$ cat src/rtl/core_mem_pkg.sv
// Shared types for the core memory scheduler: FSM states and bus-owner encoding.
package core_mem_pkg;

    typedef enum logic [1:0] {
        ST_IDLE,
        ST_REQ,
        ST_RSP
    } mem_state_e;

    typedef enum logic [1:0] {
        SRC_NONE,
        SRC_FETCH,
        SRC_LSU_RD,
        SRC_LSU_WR
    } mem_src_e;

endpackage

$ cat src/rtl/core_mem_sched_if.sv
// External memory bus as seen by the scheduler (master) and the memory (slave).
interface core_mem_sched_if #(
    parameter int unsigned AW = 32,
    parameter int unsigned DW = 32
);
    logic            req;
    logic            we;
    logic [AW-1:0]   addr;
    logic [DW/8-1:0] byte_en;
    logic [DW-1:0]   wdata;
    logic            gnt;
    logic            rvalid;
    logic [DW-1:0]   rdata;

    modport master (
        output req, we, addr, byte_en, wdata,
        input  gnt, rvalid, rdata
    );

    modport slave (
        input  req, we, addr, byte_en, wdata,
        output gnt, rvalid, rdata
    );
endinterface

$ cat src/rtl/mem_arb_select.sv
// Fixed-priority pick (write > LSU read > fetch) with a fetch anti-starvation override.
module mem_arb_select
    import core_mem_pkg::*;
#(
    parameter int unsigned STARVE_MAX = 4
) (
    input  logic     i_clk,
    input  logic     i_rst,
    input  logic     i_fetch_req,
    input  logic     i_lsu_rd_req,
    input  logic     i_lsu_wr_req,
    input  logic     i_grant_stb,
    output mem_src_e o_winner
);
    localparam int unsigned CW = $clog2(STARVE_MAX + 1);
    localparam logic [CW-1:0] CNT_MAX = CW'(STARVE_MAX);

    logic [CW-1:0] starve_cnt_q;
    logic [CW-1:0] starve_cnt_d;

    always_comb begin
        o_winner = SRC_NONE;
        if (i_fetch_req && (starve_cnt_q == CNT_MAX)) begin
            o_winner = SRC_FETCH;
        end else if (i_lsu_wr_req) begin
            o_winner = SRC_LSU_WR;
        end else if (i_lsu_rd_req) begin
            o_winner = SRC_LSU_RD;
        end else if (i_fetch_req) begin
            o_winner = SRC_FETCH;
        end
    end

    // The strobe only fires on enabled IDLE cycles, so it doubles as the clock enable.
    always_comb begin
        starve_cnt_d = starve_cnt_q;
        if (i_grant_stb) begin
            if (o_winner == SRC_FETCH) begin
                starve_cnt_d = '0;
            end else if (i_fetch_req && (starve_cnt_q != CNT_MAX)) begin
                starve_cnt_d = starve_cnt_q + 1'b1;
            end
        end
    end

    always_ff @(posedge i_clk or posedge i_rst) begin
        if (i_rst) begin
            starve_cnt_q <= '0;
        end else begin
            starve_cnt_q <= starve_cnt_d;
        end
    end

endmodule

$ cat src/rtl/core_mem_sched.sv
// Shares one external memory bus between fetch read, LSU read and LSU write,
// one outstanding transaction at a time, and drives the core stall line.
module core_mem_sched
    import core_mem_pkg::*;
#(
    parameter int unsigned AW         = 32,
    parameter int unsigned DW         = 32,
    parameter int unsigned STARVE_MAX = 4
) (
    input  logic            i_clk,
    input  logic            i_rst,
    input  logic            i_clk_en,
    output logic            o_stall,
    input  logic            i_fetch_read,
    input  logic [AW-1:0]   i_fetch_addr,
    output logic [DW-1:0]   o_fetch_data,
    output logic            o_fetch_ack,
    input  logic            i_lsu_read,
    input  logic [AW-1:0]   i_r_lsu_addr,
    output logic [DW-1:0]   o_r_lsu_data,
    output logic            o_lsu_ack,
    input  logic            i_lsu_write,
    input  logic [AW-1:0]   i_w_lsu_addr,
    input  logic [DW/8-1:0] i_w_lsu_byte_en,
    input  logic [DW-1:0]   i_w_lsu_data,
    output logic            o_lsu_wack,
    core_mem_sched_if.master mem
);
    mem_state_e      state_q, state_d;
    mem_src_e        src_q, src_d;
    mem_src_e        winner;
    logic            grant_stb;
    logic            req_q, req_d;
    logic            we_q, we_d;
    logic [AW-1:0]   addr_q, addr_d;
    logic [DW/8-1:0] be_q, be_d;
    logic [DW-1:0]   wdata_q, wdata_d;
    logic [DW-1:0]   fetch_data_q, fetch_data_d;
    logic [DW-1:0]   lsu_data_q, lsu_data_d;
    logic            fetch_ack_q, fetch_ack_d;
    logic            lsu_ack_q, lsu_ack_d;
    logic            wack_q, wack_d;

    mem_arb_select #(
        .STARVE_MAX (STARVE_MAX)
    ) u_arb (
        .i_clk        (i_clk),
        .i_rst        (i_rst),
        .i_fetch_req  (i_fetch_read),
        .i_lsu_rd_req (i_lsu_read),
        .i_lsu_wr_req (i_lsu_write),
        .i_grant_stb  (grant_stb),
        .o_winner     (winner)
    );

    always_comb begin
        state_d      = state_q;
        src_d        = src_q;
        req_d        = req_q;
        we_d         = we_q;
        addr_d       = addr_q;
        be_d         = be_q;
        wdata_d      = wdata_q;
        fetch_data_d = fetch_data_q;
        lsu_data_d   = lsu_data_q;
        fetch_ack_d  = 1'b0;
        lsu_ack_d    = 1'b0;
        wack_d       = 1'b0;
        grant_stb    = 1'b0;
        if (!i_clk_en) begin
            // Frozen cycle: pulses stretch rather than drop.
            fetch_ack_d = fetch_ack_q;
            lsu_ack_d   = lsu_ack_q;
            wack_d      = wack_q;
        end else begin
            case (state_q)
                ST_IDLE: begin
                    if (winner != SRC_NONE) begin
                        grant_stb = 1'b1;
                        src_d     = winner;
                        req_d     = 1'b1;
                        state_d   = ST_REQ;
                        we_d      = 1'b0;
                        be_d      = '1;
                        wdata_d   = '0;
                        case (winner)
                            SRC_LSU_WR: begin
                                we_d    = 1'b1;
                                addr_d  = i_w_lsu_addr;
                                be_d    = i_w_lsu_byte_en;
                                wdata_d = i_w_lsu_data;
                            end
                            SRC_LSU_RD: addr_d = i_r_lsu_addr;
                            default:    addr_d = i_fetch_addr;
                        endcase
                    end
                end
                ST_REQ: begin
                    if (mem.gnt) begin
                        req_d = 1'b0;
                        if (we_q) begin
                            wack_d  = 1'b1;
                            state_d = ST_IDLE;
                        end else begin
                            state_d = ST_RSP;
                        end
                    end
                end
                ST_RSP: begin
                    if (mem.rvalid) begin
                        state_d = ST_IDLE;
                        if (src_q == SRC_FETCH) begin
                            fetch_data_d = mem.rdata;
                            fetch_ack_d  = 1'b1;
                        end else begin
                            lsu_data_d = mem.rdata;
                            lsu_ack_d  = 1'b1;
                        end
                    end
                end
                default: state_d = ST_IDLE;
            endcase
        end
    end

    always_ff @(posedge i_clk or posedge i_rst) begin
        if (i_rst) begin
            state_q      <= ST_IDLE;
            src_q        <= SRC_NONE;
            req_q        <= 1'b0;
            we_q         <= 1'b0;
            addr_q       <= '0;
            be_q         <= '0;
            wdata_q      <= '0;
            fetch_data_q <= '0;
            lsu_data_q   <= '0;
            fetch_ack_q  <= 1'b0;
            lsu_ack_q    <= 1'b0;
            wack_q       <= 1'b0;
        end else begin
            state_q      <= state_d;
            src_q        <= src_d;
            req_q        <= req_d;
            we_q         <= we_d;
            addr_q       <= addr_d;
            be_q         <= be_d;
            wdata_q      <= wdata_d;
            fetch_data_q <= fetch_data_d;
            lsu_data_q   <= lsu_data_d;
            fetch_ack_q  <= fetch_ack_d;
            lsu_ack_q    <= lsu_ack_d;
            wack_q       <= wack_d;
        end
    end

    assign mem.req      = req_q;
    assign mem.we       = we_q;
    assign mem.addr     = addr_q;
    assign mem.byte_en  = be_q;
    assign mem.wdata    = wdata_q;
    assign o_fetch_data = fetch_data_q;
    assign o_r_lsu_data = lsu_data_q;
    assign o_fetch_ack  = fetch_ack_q;
    assign o_lsu_ack    = lsu_ack_q;
    assign o_lsu_wack   = wack_q;
    assign o_stall      = (i_lsu_read & ~lsu_ack_q) | (i_lsu_write & ~wack_q);

endmodule

$ cat src/flat_wrapper.sv
// flat-port wrapper written by rule: the top's interface ports become plain ports
module core_mem_sched_flat import core_mem_pkg::*;
#(
    parameter int unsigned AW         = 32,
    parameter int unsigned DW         = 32,
    parameter int unsigned STARVE_MAX = 4
)
  (i_clk, i_rst, i_clk_en, o_stall, i_fetch_read, i_fetch_addr, o_fetch_data, o_fetch_ack, i_lsu_read, i_r_lsu_addr, o_r_lsu_data, o_lsu_ack, i_lsu_write, i_w_lsu_addr, i_w_lsu_byte_en, i_w_lsu_data, o_lsu_wack, mem_req, mem_we, mem_addr, mem_byte_en, mem_wdata, mem_gnt, mem_rvalid, mem_rdata);
  core_mem_sched_if #(.AW(AW), .DW(DW)) mem_i ();
  input  logic i_clk;
  input  logic i_rst;
  input  logic i_clk_en;
  output logic o_stall;
  input  logic i_fetch_read;
  input  logic [AW-1:0] i_fetch_addr;
  output logic [DW-1:0] o_fetch_data;
  output logic o_fetch_ack;
  input  logic i_lsu_read;
  input  logic [AW-1:0] i_r_lsu_addr;
  output logic [DW-1:0] o_r_lsu_data;
  output logic o_lsu_ack;
  input  logic i_lsu_write;
  input  logic [AW-1:0] i_w_lsu_addr;
  input  logic [DW/8-1:0] i_w_lsu_byte_en;
  input  logic [DW-1:0] i_w_lsu_data;
  output logic o_lsu_wack;
  output wire logic [$bits(mem_i.req)-1:0] mem_req;
  output wire logic [$bits(mem_i.we)-1:0] mem_we;
  output wire logic [$bits(mem_i.addr)-1:0] mem_addr;
  output wire logic [$bits(mem_i.byte_en)-1:0] mem_byte_en;
  output wire logic [$bits(mem_i.wdata)-1:0] mem_wdata;
  input wire logic [$bits(mem_i.gnt)-1:0] mem_gnt;
  input wire logic [$bits(mem_i.rvalid)-1:0] mem_rvalid;
  input wire logic [$bits(mem_i.rdata)-1:0] mem_rdata;
  assign mem_req = mem_i.req;
  assign mem_we = mem_i.we;
  assign mem_addr = mem_i.addr;
  assign mem_byte_en = mem_i.byte_en;
  assign mem_wdata = mem_i.wdata;
  assign mem_i.gnt = mem_gnt;
  assign mem_i.rvalid = mem_rvalid;
  assign mem_i.rdata = mem_rdata;
  core_mem_sched #(.AW(AW), .DW(DW), .STARVE_MAX(STARVE_MAX)) u_core (.i_clk(i_clk), .i_rst(i_rst), .i_clk_en(i_clk_en), .o_stall(o_stall), .i_fetch_read(i_fetch_read), .i_fetch_addr(i_fetch_addr), .o_fetch_data(o_fetch_data), .o_fetch_ack(o_fetch_ack), .i_lsu_read(i_lsu_read), .i_r_lsu_addr(i_r_lsu_addr), .o_r_lsu_data(o_r_lsu_data), .o_lsu_ack(o_lsu_ack), .i_lsu_write(i_lsu_write), .i_w_lsu_addr(i_w_lsu_addr), .i_w_lsu_byte_en(i_w_lsu_byte_en), .i_w_lsu_data(i_w_lsu_data), .o_lsu_wack(o_lsu_wack), .mem(mem_i));
endmodule
$ cat config.mk
export PLATFORM = sky130hd
export DESIGN_NAME = core_mem_sched_flat
export DESIGN_NICKNAME = d
export VERILOG_FILES = /design/src/rtl/core_mem_pkg.sv /design/src/rtl/core_mem_sched_if.sv /design/src/rtl/mem_arb_select.sv /design/src/rtl/core_mem_sched.sv /design/src/flat_wrapper.sv
export SDC_FILE = /design/constraint.sdc
export NUM_CORES = 1
export LEC_CHECK = 0
export CAP_MARGIN = 25
export CORE_MARGIN = 1
export CORE_UTILIZATION = 40
export CTS_CLUSTER_SIZE = 12
export DETAILED_ROUTE_END_ITERATION = 6
export GPL_TIMING_DRIVEN = 0
export HOLD_SLACK_MARGIN = 0.05
export PLACE_DENSITY = 0.88
export SYNTH_ARGS = -nofsm -noshare
export SYNTH_HDL_FRONTEND = slang
export SYNTH_SLANG_ARGS = --single-unit
$ cat constraint.sdc
create_clock -name i_clk -period 5.22 [get_ports i_clk]
set_input_delay 1.044 -clock i_clk [delete_from_list [all_inputs] [get_ports i_clk]]
set_output_delay 1.044 -clock i_clk [all_outputs]
set_load 0.01 [all_outputs]
# Yosys cells after proc, flatten, opt, wreduce, memory -nomap -nowiden
# Index checks and enable logic that the tools add are counted.
op_classes:
  n_addsub: 1
  n_eq_ne: 11
  mux: 30
  bitwise_logic: 6
  reduce_logical: 12
ops:
  columns: ["cell", "n"]
  rows:
  - ["32-bit one-hot mux with 2 select lines", 1]
  - ["32-bit 2-to-1 mux", 1]
  - ["1-bit 2-to-1 mux", 16]
  - ["4-bit AND reduction", 4]
  - ["2-bit 2-to-1 mux", 7]
  - ["2-bit by 1-bit == test with 1-bit output, second input constant", 3]
  - ["2-bit == test, second input constant", 3]
  - ["3-bit 2-to-1 mux", 2]
  - ["2-bit one-hot mux with 3 select lines", 1]
  - ["2-bit nonzero test", 3]
  - ["4-bit 2-to-1 mux", 1]
  - ["2-bit != test, second input constant", 2]
  - ["3-bit by 1-bit adder with 3-bit output, second input constant", 1]
  - ["3-bit == test, second input constant", 1]
  - ["3-bit != test, second input constant", 1]
  - ["1-bit NOT", 3]
  - ["3-bit AND reduction", 1]
  - ["1-bit AND", 2]
  - ["1-bit logical AND", 2]
  - ["2-bit logical NOT", 1]
  - ["2-bit by 1-bit != test with 1-bit output, second input constant", 1]
  - ["1-bit one-hot mux with 2 select lines", 1]
  - ["2-bit AND reduction", 1]
  - ["1-bit OR", 1]
word_totals:
  register_bits: 144
  inputBits: 172
  output_inout_bits: 138
  elab_cells: 73

# Logic depth before layout (Yosys ltp)
# Gate-level depths: netlist of the first run.
logic_depth:
  ltp_word: 9
  mapped_depth: 7
  mapped_depth_nobuf: 5

# Modules after synthesis
# A second synthesis of the first run with hierarchy kept.
unflattened:
  cells_unflattened: 428
  hier_area_um2: 6020.8
by_module_without_submodules:
  columns: ["mod", "n_inst", "cells_per_inst", "area_per_inst_um2", "seq_area_each_um2"]
  rows:
  - ["core_mem_sched", 1, 406, 5818.1, 3528.4]
  - ["mem_arb_select", 1, 22, 202.7, 75.1]

# Least setup slack after synthesis of the first run
# Ideal clock, no wire load.
synth_path:
  path_kind: "input port to output port"
  startpoint: "in i_lsu_write"
  endpoint: "out o_stall"
  t_arrival_ns: 1.728
  required_ns: 4.176
  path_slack_ns: 2.448
  stages: 4
  n_path_buf: 2
  cell_sequence: "clkbuf_1 clkbuf_1 inv_1 o22ai_1"
synth_via:
  elab_chain_len: 2
synth_lines:
  columns: ["item", "line", "text"]
  rows:
  - ["start, declared", "flat_wrapper.sv:22", "input logic i_lsu_write;"]
  - ["1-bit AND", "core_mem_sched.sv:166", "assign o_stall = (i_lsu_read & ~lsu_ack_q) | (i_lsu_write & ~wack_q);"]
  - ["1-bit OR", "core_mem_sched.sv:166", null]
  - ["end, declared", "flat_wrapper.sv:13", "output logic o_stall;"]
# No other way between the ends.

# Worst setup path after layout of the first run
# Same ends and word-level chain as after synthesis.

==> results of run 1 <==
-- flip-flops by register name, indices dropped and copies added, names as in the netlist --
register and flops:
u_core.o_r_lsu_data 32, u_core.state_q 2, u_core.mem.we 1, u_core.mem.byte_en 4, u_core.o_lsu_ack 1, u_core.mem.wdata 32
u_core.u_arb.starve_cnt_q 3, u_core.o_fetch_data 32, u_core.mem.req 1, u_core.o_fetch_ack 1, u_core.mem.addr 32, u_core.o_lsu_wack 1
u_core.src_q 2
-- layout make-up --
cell class                      instances  area (sq um)  area share [%]
Sequential cell                       144          3600            34.4
Timing Repair Buffer                  309          3110            29.7
Multi-Input combinational cell        311          2600            24.8
Clock buffer                           20           447            4.27
Tap cell                              216           270            2.58
Buffer                                 52           258            2.46
Clock inverter                         12           148            1.41
Inverter                                7          31.3           0.299
-- final timing paths --
| path | slack (ps) | startpoint | end | depth (start not counted) |
|---|---|---|---|---|
| setup / recovery | 940 | i_lsu_write | o_stall | 6 |
| max in group asynchronous | 3300 | i_rst | u_core.mem.addr[8]$_DFFE_PP0P_ | 3 |
| min in group asynchronous | 1090 | i_rst | u_core.o_r_lsu_data[14]$_DFFE_PP0P_ | 2 |
| hold / removal | 500 | u_core.mem.addr[31]$_DFFE_PP0P_ | u_core.mem.addr[31]$_DFFE_PP0P_ | 1 |
| hold reg to reg | 500 | u_core.mem.addr[31]$_DFFE_PP0P_ | u_core.mem.addr[31]$_DFFE_PP0P_ | 1 |
| setup reg to reg | 3080 | u_core.u_arb.starve_cnt_q[0]$_DFFE_PP0P_ | u_core.mem.addr[8]$_DFFE_PP0P_ | 7 |
-- per-layer routing --
layer / wire (microns) / vias up
met5: 0 / -
met4: 667 / 0
met3: 1320 / 48
met2: 10700 / 247
met1: 8360 / 2848
li1: - / 2611
-- through the flow --
step,setup TNS (ps),cell area [sq um]
after floorplan,0,6490
after global placement,-251780,9840
after detailed placement,0,9870
after CTS,0,10500
after global routing,0,10500
final,0,10500
-- layout by cell type (no fill, tap or decap), drive strengths merged, types with 2 or more instances in the layout --
master	instances
nand4	3
clkdlybuf4s50	308
nand2	10
nand3	3
ha	2
inv	13
a21oi	5
o21ai	5
clkinvlp	2
nand3b	33
or2	2
nor2	3
clkbuf	48
o22a	4
o32a	32
a21o	3
o211ai	32
a22o	32
dfrtp	144
mux2	64
buf	25
clkinv	2
and3	34
bufinv	2
a21boi	32
-- cells by family (layout without fill, tap and decap cells) --
| logic type | count (synthesis) | count (layout) | share of synthesized area (%) |
|---|---|---|---|
| mux | 65 | 65 | 11.3 |
| fa+ha+maj | 2 | 2 | 0.386 |
| buf+inv | 59 | 400 | 4.38 |
| flops | 144 | 144 | 55.6 |
| compound gates | 149 | 149 | 18.8 |
| simple gates | 95 | 95 | 9.63 |
-- power by group --
part | internal, W | switching (W)
clock | 0.000730 | 0.000507
sequential | 0.00161 | 0.000300
combinational | 0.00138 | 0.000892
total | 0.00372 | 0.00170
-- critical path: stages --
cell and delay, ps:
clkdlybuf4s50_1 580, clkbuf_1 340, clkbuf_1 400, inv_1 120, o22ai_1 150, clkdlybuf4s50_1 600
==> results.yml, run 1 <==
layout:
  n_antenna_cell: 0
  fin_util_pct: 65.9
  drive_above_1_share_pct: 14.4
  syn_to_final_growth_pct: 61.4
  nets: 1016
  fill_cells: 1227
  final_cells: 1071
clock_network:
  clk_latency_ps: 420
  ctsHoldBuffers: 0
  postCtsSetupBuffers: 0
  cts.sinks: 144
  htreeDepth: 4
  cts.clk_slew.worst_paths_ps: 60
  cts_buffers: 17
  cts_resized: 0
  cts_tree: "built"
  cts_max_path_buffers: 2
  clockRootBuffer: "clkbuf_16"
global_routing:
  overflow: 0
  grt-busiest-layer: "met2"
  gr-usage-met2_pct: 43.1
  grt_use_total_pct: 25.1
  grt_pass1_wl_mm: 31.8
  grtUsageMet1_pct: 29.0
  grt_pass1_vias: 6167
  grt.met3_usage_pct: 6.65
  grt_max_degree: 81
  antenna_found_initial: 0
detailed_routing:
  wire_per_inst_microns: 19.7
  vias: 5754
  route.detailed.drc: 0
  drt-initial-drc-count: 229
  drtAntennaViolNets: 0
  vias_per_cell: 5.37
  drt_pass1_iterations: 4
  wl_mm: 21.1
yosys:
  synth_top_area_cell: "dfrtp_1"
  synth.most_common_cell: "dfrtp_1"
  yosys.area.top_type_share_pct: 55.6
  synth-edff-count: 0
  postSynthCellCount: 514
  async_reset_ff_share_pct: 100
  syn_area_sq_um: 6490
  synth-seq-cells: 144
  ys_warn_count: 0
  ys_top_cells_by_area: "dfrtp_1 56%, mux2_2 11%, o32a_1 4.9%"
  yosys_most_used_dff: "dfrtp_1"
  synthDistinctLibCells: 39
  yosys-top-cells-count: "144 x dfrtp_1, 64 x mux2_2, 34 x and3_1, 33 x nand3b_1"
  syn_avg_cell_area_sq_um: 12.6
  yosysSeqAreaShare_pct: 55.6
  syn_nets: 688
power_and_ir_drop:
  power.total_w: 0.00542
  static-leakage-power_nw: 4.38
  vdd_ir_drop_max_uv: 342
  p_per_area_nw_per_um2: 518
floorplan:
  die_w_microns: 129
  die_area_sq_um: 16700
  rows: 46
  coreArea_sq_um: 15900
  initial_core_util_pct: 40.8
  die_height_microns: 129
  pin_count: 310
timing:
  holdWs_ps: 496
  grt_setup_unrepaired: "no"
  fin_ws_ps: 941
  hold_violations: 0
  period_share_pct: 82.0
  tightestPinTransition_ps: 613
  period_minus_slack_ps: 4280
  finalSetupViolCount: 0
  skew_ps: 7.16
  relSlewSlack_pct: 59.1
  max_freq_mhz: 234
  final_max_slew_viol_count: 0
outcome:
  status: "complete, no violations"
place:
  pre_cts_slack_ps: 962
  dp_cells: 1039
  gp_congestion: 0.812
  hpwl_mm: 15.4
  port_buffers: 308
critical_path:
  cp_max_fo: 10
  critPathLaunchType: "input port"
  end_kind: "output pin"
  crit_type: "in -> out"
  arrival_ps: 3240
  required_ps: 4180
hold_path:
  hp-class: "reg -> reg"
job:
  drv_cap: 0
Power figures use the tool's default switching activity.
==> inputs of run 2 (changes only) <==
--- a/config.mk
+++ b/config.mk
@@ -7,12 +7,12 @@
 export LEC_CHECK = 0
 export CAP_MARGIN = 25
 export CORE_MARGIN = 1
-export CORE_UTILIZATION = 40
+export CORE_UTILIZATION = 37
 export CTS_CLUSTER_SIZE = 12
 export DETAILED_ROUTE_END_ITERATION = 6
 export GPL_TIMING_DRIVEN = 0
 export HOLD_SLACK_MARGIN = 0.05
-export PLACE_DENSITY = 0.88
+export PLACE_DENSITY = 0.86
 export SYNTH_ARGS = -nofsm -noshare
 export SYNTH_HDL_FRONTEND = slang
 export SYNTH_SLANG_ARGS = --single-unit
==> constraint.sdc (replaced) <==
create_clock -name i_clk -period 3.8 [get_ports i_clk]
set_input_delay 0.76 -clock i_clk [delete_from_list [all_inputs] [get_ports i_clk]]
set_output_delay 0.76 -clock i_clk [all_outputs]
set_load 0.01 [all_outputs]
==> run 2 against run 1 <==
Compared with the run above:
- clock skew grew 6.3 ps
- utilization fell by 4.5 points
- final cell count grew 1.2%
- combinational power grew 37%
- power up 39%
==> results.yml, run 2 (same netlist as run 1, synthesis figures left out) <==
power_and_ir_drop:
  comb_power_share_pct: 41.6
  p_sw_share_pct: 31.8
  p_per_area_nw_per_um2: 710
  vdd_ir_drop_max_uv: 411
  p_int_w: 0.00513
  seqPwrFrac_pct: 34.6
  power.total_w: 0.00752
  static-leakage-power_nw: 4.43
  clkPwrFrac_pct: 23.8
  p_switching_w: 0.00239
critical_path:
  end_kind: "output pin"
  slowest_delay_ps: 580
  critPathLaunchType: "input port"
  arrival_ps: 2810
  cpMaxStageDelayCell: "clkdlybuf4s50_1"
  cp_cell_sequence: "clkdlybuf4s50_1, clkbuf_1, clkbuf_2, inv_1, o22ai_1, clkdlybuf4s50_1"
  crit_type: "in -> out"
  required_ps: 3040
  cp_max_fo: 10
  crit_top_cell: "clkdlybuf4s50_1"
timing:
  setup_tns_ps: 0
  grt_setup_unrepaired: "no"
  period_minus_slack_ps: 3570
  max_freq_mhz: 280
  finalSetupViolCount: 0
  relSlewSlack_pct: 64.1
  hold_violations: 0
  final_max_slew_viol_count: 0
  period_share_pct: 93.9
  skew_ps: 13.5
  tightestPinTransition_ps: 539
detailed_routing:
  drtAntennaViolNets: 0
  dr.max_layer_used: "met4"
  drt_pass1_iterations: 4
  drt-met1-wl_mm: 8.69
  wl_mm: 21.2
  vias_per_cell: 5.37
  drt-initial-drc-count: 200
  wl_met3_mm: 1.57
  dr_wl_met2_mm: 10.4
  wire_per_inst_microns: 19.5
  route.detailed.drc: 0
  vias: 5818
place:
  port_buffers: 308
  dpl_cell_area_sq_um: 9930
  hpwl_mm: 15.8
  gp_congestion: 0.819
layout:
  fin_area_sq_um: 10600
  most-common-layout-cells: "308 x clkdlybuf4s50_1, 144 x dfrtp_1, 64 x mux2_2, 34 x and3_1, 33 x nand3b_1"
  fin_util_pct: 61.4
  syn_to_final_growth_pct: 63.2
  fill_cells: 1389
  drive_above_1_share_pct: 15.0
  final_common_cell: "clkdlybuf4s50_1"
  nets: 1019
clock_network:
  htreeDepth: 4
  cts_tree: "built"
  cts.sinks: 144
  cts_buffers: 17
  clockRootBuffer: "clkbuf_16"
  ctsHoldBuffers: 0
  clk_latency_ps: 420
  cts_max_path_buffers: 2
  cts.clk_slew.worst_paths_ps: 70
global_routing:
  grt_use_total_pct: 24.0
  overflow: 0
  grt_max_degree: 42
  grt_pass1_wl_mm: 33.0
  antenna_found_initial: 1
  grt_pass1_vias: 6031
outcome:
  status: "complete, no violations"
hold_path:
  hp-class: "reg -> reg"
floorplan:
  pin_count: 310
  die_w_microns: 134
  initial_core_util_pct: 37.6
  coreArea_sq_um: 17200
  die_height_microns: 134
  rows: 48
  die_area_sq_um: 18100
job:
  drv_cap: 0
[run 2: routing by layer]
| layer | vias to the layer above | global-route usage, % |
|---|---|---|
| met1 | 2910 | 29.9 |
| li1 | 2621 | - |
| met2 | 245 | 38.4 |
| met5 | - | 0 |
| met4 | 0 | 10.7 |
| met3 | 42 | 7.03 |
[run 2: power groups by stage]
stage | registers [W] | clock network [W] | logic, W
floorplan | 0.00288 | 0 | 0.00104
finish | 0.00260 | 0.00179 | 0.00312
detailed placement | 0.00261 | 0 | 0.00314
global route | 0.00269 | 0.00190 | 0.00333
global placement | 0.00259 | 0 | 0.00307
CTS | 0.00260 | 0.00183 | 0.00315
[run 2: cell type report]
class,count,area (sq um),area share [%]
Clock inverter,15,220,2.08
Timing Repair Buffer,312,3160,29.9
Antenna cell,1,2.50,0.0236
Clock buffer,17,425,4.02
Tap cell,225,282,2.66
Buffer,52,259,2.45
Sequential cell,144,3600,34.0
Multi-Input combinational cell,311,2600,24.6
Inverter,7,30.0,0.284
[run 2: final timing paths]
check                                                    startpoint  depth (start not counted)                                  end  slack [ps]
max                                                     i_lsu_write                          6                              o_stall         230
min reg2reg                          u_core.mem.addr[9]$_DFFE_PP0P_                          1       u_core.mem.addr[9]$_DFFE_PP0P_         500
min in group asynchronous                                     i_rst                          2  u_core.o_fetch_data[22]$_DFFE_PP0P_         710
min                                  u_core.mem.addr[9]$_DFFE_PP0P_                          1       u_core.mem.addr[9]$_DFFE_PP0P_         500
max reg2reg                u_core.u_arb.starve_cnt_q[0]$_DFFE_PP0P_                          7      u_core.mem.addr[24]$_DFFE_PP0P_        1620
max in group asynchronous                                     i_rst                          5     u_core.mem.wdata[17]$_DFFE_PP0P_        2120
[run 2: per-stage QoR]
| step | std cells | hold WS [ps] | worst slack, ps |
|---|---|---|---|
| 6_report | 1084 | 499 | 233 |
| 3_5_place_dp | 1051 | 469 | 94.6 |
| 2_1_floorplan | 514 | 454 | 1230 |
| 3_3_place_gp | 1047 | 465 | -107 |
| 5_1_grt | 1084 | 512 | 112 |
| 4_1_cts | 1083 | 501 | 75.3 |
[run 2: repair_timing]
item,4_1_cts,5_1_grt
hold endpoints to repair,0,0
setup endpoints to repair,0,1
resized for setup,0,2
buffers inserted,0,0
[run 2: worst max-delay path, delay by kind of cell]
| kind | cells | cell delay, ps |
|---|---|---|
| buffers and inverters | 5 | 1920 |
| AOI/OAI and AO/OA | 1 | 110 |
